`config.mk`:
```
export PLATFORM = sky130hd
export DESIGN_NAME = writeback_skid_stage
export DESIGN_NICKNAME = d
export VERILOG_FILES = /design/src/rtl/writeback_skid_stage.sv
export SDC_FILE = /design/constraint.sdc
export NUM_CORES = 1
export LEC_CHECK = 0
export BUFFER_PORTS_ARGS = -buffer_cell sky130_fd_sc_hd__buf_2
export CORE_UTILIZATION = 53
export DETAILED_ROUTE_END_ITERATION = 8
export PLACE_DENSITY = 0.8
export SLEW_MARGIN = 20
export SYNTH_ARGS = -nofsm -noshare
export SYNTH_HDL_FRONTEND = slang
export SYNTH_SLANG_ARGS = --single-unit
```
`constraint.sdc`:
```
create_clock -name clk -period 2.3 [get_ports clk]
set_input_delay 0.345 -clock clk [delete_from_list [all_inputs] [get_ports clk]]
set_output_delay 0.345 -clock clk [all_outputs]
set_load 0.005 [all_outputs]
```
`src/rtl/writeback_skid_stage.sv`:
```
// Execute-to-writeback register stage with a two-entry skid buffer, flush,
// optional squashing of register-0 writes and a forwarding lookup over in-flight entries.
module writeback_skid_stage #(
  parameter int WIDTH           = 8,
  parameter int REG_AW          = 5,
  parameter bit ZERO_REG_SQUASH = 1'b1
) (
  input  logic              clk,
  input  logic              rst,
  input  logic              flush,
  input  logic              in_valid,
  output logic              in_ready,
  input  logic              in_reg_wen,
  input  logic [REG_AW-1:0] in_wr_reg,
  input  logic [WIDTH-1:0]  in_result,
  output logic              out_valid,
  input  logic              out_ready,
  output logic              out_reg_wen,
  output logic [REG_AW-1:0] out_wr_reg,
  output logic [WIDTH-1:0]  out_result,
  input  logic [REG_AW-1:0] fwd_rd_reg,
  output logic              fwd_hit,
  output logic [WIDTH-1:0]  fwd_data
);

  typedef struct packed {
    logic              wen;
    logic [REG_AW-1:0] wr_reg;
    logic [WIDTH-1:0]  result;
  } entry_t;

  // Occupancy doubles as the valid bits: main is valid unless EMPTY, skid only in FULL.
  typedef enum logic [1:0] {
    ST_EMPTY = 2'd0,
    ST_ONE   = 2'd1,
    ST_FULL  = 2'd2
  } state_e;

  state_e state_q, state_d;
  entry_t main_q, main_d;
  entry_t skid_q, skid_d;
  entry_t in_entry;

  logic main_valid;
  logic skid_valid;
  logic accept;
  logic pop;
  logic squash;

  assign main_valid = (state_q != ST_EMPTY);
  assign skid_valid = (state_q == ST_FULL);

  // in_ready depends only on registered state, never on out_ready.
  assign in_ready = !skid_valid;
  assign accept   = in_valid & in_ready;
  assign pop      = main_valid & out_ready;

  assign squash          = ZERO_REG_SQUASH && (in_wr_reg == '0);
  assign in_entry.wen    = in_reg_wen & !squash;
  assign in_entry.wr_reg = in_wr_reg;
  assign in_entry.result = in_result;

  always_comb begin
    // NOTE: every variable gets a default first so no path leaves it unassigned (no latch).
    state_d = state_q;
    main_d  = main_q;
    skid_d  = skid_q;

    if (flush) begin
      state_d = ST_EMPTY;
    end else begin
      unique case (state_q)
        ST_EMPTY: begin
          if (accept) begin
            main_d  = in_entry;
            state_d = ST_ONE;
          end
        end
        ST_ONE: begin
          if (accept && pop) begin
            main_d = in_entry;
          end else if (accept) begin
            skid_d  = in_entry;
            state_d = ST_FULL;
          end else if (pop) begin
            state_d = ST_EMPTY;
          end
        end
        ST_FULL: begin
          if (pop) begin
            main_d  = skid_q;
            skid_d  = '0;
            state_d = ST_ONE;
          end
        end
        default: state_d = ST_EMPTY;
      endcase
    end
  end

  // NOTE: the data fields are reset too, because out_wr_reg/out_result must read 0 after reset.
  always_ff @(posedge clk or posedge rst) begin
    if (rst) begin
      state_q <= ST_EMPTY;
      main_q  <= '0;
      skid_q  <= '0;
    end else begin
      // NOTE: non-blocking assignments so every register samples pre-edge values.
      state_q <= state_d;
      main_q  <= main_d;
      skid_q  <= skid_d;
    end
  end

  assign out_valid   = main_valid;
  assign out_reg_wen = main_valid & main_q.wen;
  assign out_wr_reg  = main_q.wr_reg;
  assign out_result  = main_q.result;

  // Skid holds the younger bundle, so its match overrides main's.
  always_comb begin
    fwd_hit  = 1'b0;
    fwd_data = '0;
    if (main_valid && main_q.wen && (main_q.wr_reg == fwd_rd_reg)) begin
      fwd_hit  = 1'b1;
      fwd_data = main_q.result;
    end
    if (skid_valid && skid_q.wen && (skid_q.wr_reg == fwd_rd_reg)) begin
      fwd_hit  = 1'b1;
      fwd_data = skid_q.result;
    end
  end

endmodule

```
## Word level (Yosys, flattened, before mapping)

Index checks and enable logic that the tools add are counted.
W data, S select, Z words.

| word-level totals | value |
|---|---|
| register bits | 30 |
| bits of input ports | 24 |
| output and inout port bits | 25 |
| logic and storage cells | 58 |

| operators by class | value |
|---|---|
| equal/unequal tests | 13 |
| multiplexer cells | 18 |
| bitwise gates (word level) | 5 |
| reduce and logical (&&, ||, !) cells | 15 |

Operator list:

| operator | number |
|---|---|
| $mux W14 | 5 |
| $pmux W14 S3 | 1 |
| $pmux W14 S2 | 1 |
| $mux W8 | 2 |
| $mux W2 | 6 |
| $eq A5 B5 Y1 | 2 |
| $reduce_and A5 Y1 | 2 |
| $ne A2 B2 Y1 const B | 4 |
| $ne A3 B3 Y1 const B | 2 |
| $pmux W2 S3 | 1 |
| $logic_and A1 B1 Y1 | 5 |
| $logic_not A5 Y1 | 1 |
| $and A1 B1 Y1 | 4 |
| $ne A4 B4 Y1 const B | 1 |
| $reduce_and A4 Y1 | 1 |
| $reduce_bool A2 Y1 | 2 |
| $ne A3 B2 Y1 const B | 1 |
| $reduce_bool A3 Y1 | 1 |
| $eq A2 B1 Y1 const B | 1 |
| $eq A2 B2 Y1 const B | 1 |
| $logic_not A1 Y1 | 2 |
| $logic_not A2 Y1 | 1 |
| $mux W1 | 2 |
| $ne A2 B1 Y1 const B | 1 |
| $not A1 Y1 | 1 |

## Depth between registers and ports, before layout

| logic depth | value |
|---|---|
| word-level depth | 7 |
| mapped depth | 8 |

## Least setup slack after synthesis

Ideal clock, no wire load.

| timing | value |
|---|---|
| path kind | register to output |
| start point | register state_q[0] |
| end point | output fwd_data[0] |
| data arrival time | 1.534 ns |
| data required time | 1.955 ns |
| slack | 0.421 ns |
| stages on the path, launching flop included | 8 |
| buffers on the path | 1 |
| path through | dfrtp_1 inv_1 ha_1 nor2b_1 and2_0 clkbuf_1 and3_1 mux2_2 |

| on the way | value |
|---|---|
| cells in the longest elaborated chain, start to end | 5 |
| elaborated cells between the ends (all ways) | 8 |
| those cells by class | eq/ne: 1; mux: 2; reduce/logical: 5 |

Ends and longest elaborated chain:

| item | RTL line | RTL |
|---|---|---|
| from (decl) | 39 | `state_e state_q, state_d;` |
| from (signal assigned) | 109 | `state_q <= state_d;` |
| $reduce_bool A2 Y1 | 50 | `assign main_valid = (state_q != ST_EMPTY);` |
| $logic_and A1 B1 Y1 (2 in series) | 124 | `if (main_valid && main_q.wen && (main_q.wr_reg == fwd_rd_reg)) begin` |
| $mux W8 | 124 |  |
| $mux W8 * | 128 | `if (skid_valid && skid_q.wen && (skid_q.wr_reg == fwd_rd_reg)) begin` |
| to (decl) | 23 | `output logic [WIDTH-1:0] fwd_data` |

Mark *: on every way between the ends. The rest lies on a longest branch, timed or not.

## Worst setup path after layout

| timing | value |
|---|---|
| start point | register skid_q[11] (netlist bit) |
| end point | output fwd_data[7] |

| on the way | value |
|---|---|
| cells in the longest elaborated chain, start to end | 3 |

Ends and longest elaborated chain:

| item | RTL line | RTL |
|---|---|---|
| from (decl) | 41 | `entry_t skid_q, skid_d;` |
| from (signal assigned) | 111 | `skid_q <= skid_d;` |
| $eq A5 B5 Y1 | 128 |  |
| $logic_and A1 B1 Y1 | 128 |  |
| $mux W8 | 128 |  |

No other way between the ends.

==> results.cfg <==
[cells_and_area]
multi_input_area_mm2 = 0.00106
fillers = 281
fin_nets = 255
seq_area_um2 = 751
final_cells = 273
layout-drive-gt1-share_pct = 47.6
syn_to_final_growth_pct = 19.0
utilization_pct = 67.4
largest_reg_flops = 14
antenna_cells = 0

[outcome]
status = completed

[grt]
met2_usage_pct = 32.9
antenna_found_initial = 0
grt_use_met3_pct = 7.12
grt_max_degree = 31
busiest_layer = met2
grt_pass1_vias = 1354
grtUsageMet1_pct = 27.4
grt_overflow = 0
grt_pass1_wl_um = 6390
grt_usage_pct = 21.3

[yosys]
synthCells = 182
syn_avg_cell_area_um2 = 10.7
syn_area_mm2 = 0.00195
yosys_warnings = 0
synthDistinctLibCells = 35
ys_seq_area_share_pct = 38.5
yosys_register_bits = 30
synth_nets = 211

[place]
hpwl_um = 2640
gp_congestion = 0.811
portBuffers = 48
placedCellCount = 260

[power]
leakage_nw = 1.18
powerDensity_mw_per_mm2 = 1010
ir_drop_uv = 494
finalPower_mw = 2.34

[setup_path]
worstSetupEndpointType = primary output
worst_path_max_delay_cell = dfrtp_1
required_ps = 1960
start_kind = flip-flop
crit_arrival_ps = 1900
worstPathMaxFanout = 5
cp_slowest_stage_delay_ps = 400
crit_type = reg -> out
critical_path.cell_chain = xor2_2 > nor4_4 > buf_4 > nand4_4 > mux2_4 > buf_2

[sta]
fmax_ghz = 0.446
setup_viol = 0
fin_crit_ps = 2240
grt_setup_unrepaired = true
min_period_over_period_pct = 97.4
fin_tns_setup_ps = 0
drv_slew = 0
maxSlewHeadroom_pct = 65.0
clock_skew_ps = 3.33
hold_violations = 0
worst_slew_pin_slew_ps = 522

[cts]
cts_tree = done
cts-buffers-inserted = 5
htree_levels = 2
cts-root-buf = clkbuf_8
clock_sinks = 30
clockBufferDepth = 2
insertion_delay_ps = 280
path_clk_slew_ps = 70

[die]
pin_count = 49
start_util_pct = 56.6
rows = 21
core_area_mm2 = 0.00344
dieWidth_um = 62.6
die_area_mm2 = 0.00392
die_h_um = 62.6

[hold_path]
min_path_type = in -> async

[route]
ant_nets = 0
drt-initial-drc-count = 80
via_per_inst = 5.22
drt_pass1_iterations = 4
vias = 1425
wl_per_cell_um = 14.3
wl_um = 3900
drc = 0

[run]
drv_cap = 0
[critical path, delay by kind of cell (launching register included)]
kind	cells	cell delay, ps
mux	1	340
flops	1	400
simple gates	2	400
xor+xnor	1	170
buf+inv	2	300
[final timing paths]
path                            start       endpoint  slack [ps]  depth (start not counted)
max                        skid_q[11]    fwd_data[7]          60                          6
min                               rst     state_q[1]         130                          3
max reg2reg                state_q[0]      skid_q[3]         250                          7
min reg2reg                main_q[13]     main_q[13]         510                          1
max in group asynchronous         rst  out_result[5]        1900                          3
min in group clk                flush     state_q[0]         290                          2
[what timing repair did]
action | CTS | global route
buffers inserted | 1 | 3
hold buffers | 0 | 0
gates cloned | 1 | 0
pin swaps | 3 | 2
hold endpoints to repair | 0 | 0
resized for setup | 4 | 6
setup endpoints to repair | 8 | 9
[logic make-up after synthesis]
kind of cell    synth area share (%)
flops                           38.5
simple gates                    14.0
compound gates                  8.09
fa+ha+maj                       3.21
xor+xnor                        4.49
mux                             21.8
buf+inv                         9.88
[layer usage]
metal / share of wire [%] / wire length [µm]
met2: 47 / 1850
met1: 46 / 1800
met3: 5.4 / 209
met4: 1.1 / 41
met5: 0 / 0
[cell usage in the layout (no fill, tap or decap), types with 2 or more instances in the layout]
| cell type | instances |
|---|---|
| buf_2 | 48 |
| dfrtp_1 | 30 |
| mux2_2 | 27 |
| nor2b_1 | 15 |
| inv_1 | 13 |
| a21oi_1 | 9 |
| mux2i_1 | 8 |
| and3_1 | 8 |
| buf_4 | 8 |
| xor2_1 | 7 |
| clkbuf_8 | 6 |
| nand2_1 | 4 |
| ha_1 | 4 |
| a21o_1 | 3 |
| nor2_1 | 3 |
| mux2_4 | 3 |
| o21ai_0 | 3 |
| nand2b_1 | 2 |
| a21oi_2 | 2 |
| inv_2 | 2 |
| xnor2_1 | 2 |
| nand4_4 | 2 |
[metrics by stage]
stage | worst slack, ps | hold slack (ps) | instance area [µm²]
after floorplan | 421 | 411 | 1950
final | 58.8 | 126 | 2320
after global placement | 121 | 435 | 2140
after CTS | -4.83 | 136 | 2280
after detailed placement | 116 | 438 | 2140
after global routing | -31.9 | 156 | 2320
[power by group]
group          internal, mW  leakage [nW]  total (mW)  switching, mW
clock network         0.240        0.0472       0.443          0.203
logic                 0.481         0.775       0.892          0.411
registers             0.787         0.357        1.00          0.216
[cells in the mapped netlist]
| master | number | area (µm²) |
|---|---|---|
| a21oi_2 | 2 | 17.5 |
| mux2_2 | 28 | 315 |
| a2bb2oi_1 | 1 | 8.76 |
| nand4_2 | 1 | 12.5 |
| mux2i_1 | 8 | 80.1 |
| clkbuf_1 | 4 | 15.0 |
| nor2b_1 | 15 | 93.8 |
| o211a_4 | 1 | 17.5 |
| nor2_1 | 3 | 11.3 |
| a21o_1 | 3 | 22.5 |
| buf_6 | 1 | 11.3 |
| o21ai_0 | 3 | 15.0 |
| mux2_4 | 2 | 30.0 |
| buf_4 | 14 | 105 |
| ha_1 | 5 | 62.6 |
| o41ai_1 | 1 | 8.76 |
| a211o_1 | 1 | 8.76 |
| nor4_2 | 2 | 25.0 |
| buf_2 | 1 | 5.00 |
| nand2b_1 | 2 | 12.5 |
| nor3b_1 | 1 | 7.51 |
| xnor2_1 | 2 | 17.5 |
| xor2_1 | 8 | 70.1 |
| and2_0 | 1 | 6.26 |
| nand3_2 | 1 | 10.0 |
| nand2_1 | 4 | 15.0 |
| dfrtp_1 | 30 | 751 |
| a21oi_1 | 9 | 45.0 |
| nand2b_4 | 1 | 13.8 |
| or4_1 | 1 | 7.51 |
| and3_1 | 8 | 50.1 |
| inv_1 | 15 | 56.3 |
| o21ai_1 | 1 | 5.00 |
| a311oi_1 | 1 | 8.76 |
| nand3b_1 | 1 | 7.51 |
[layout make-up]
class	instances	area share, %
Clock buffer	6	3.56
Multi-Input combinational cell	118	45.7
Inverter	15	2.43
Sequential cell	30	32.4
Timing Repair Buffer	56	12.9
Tap cell	46	2.48
Clock inverter	2	0.539
Note: power is estimated with default switching activity, not from simulation.
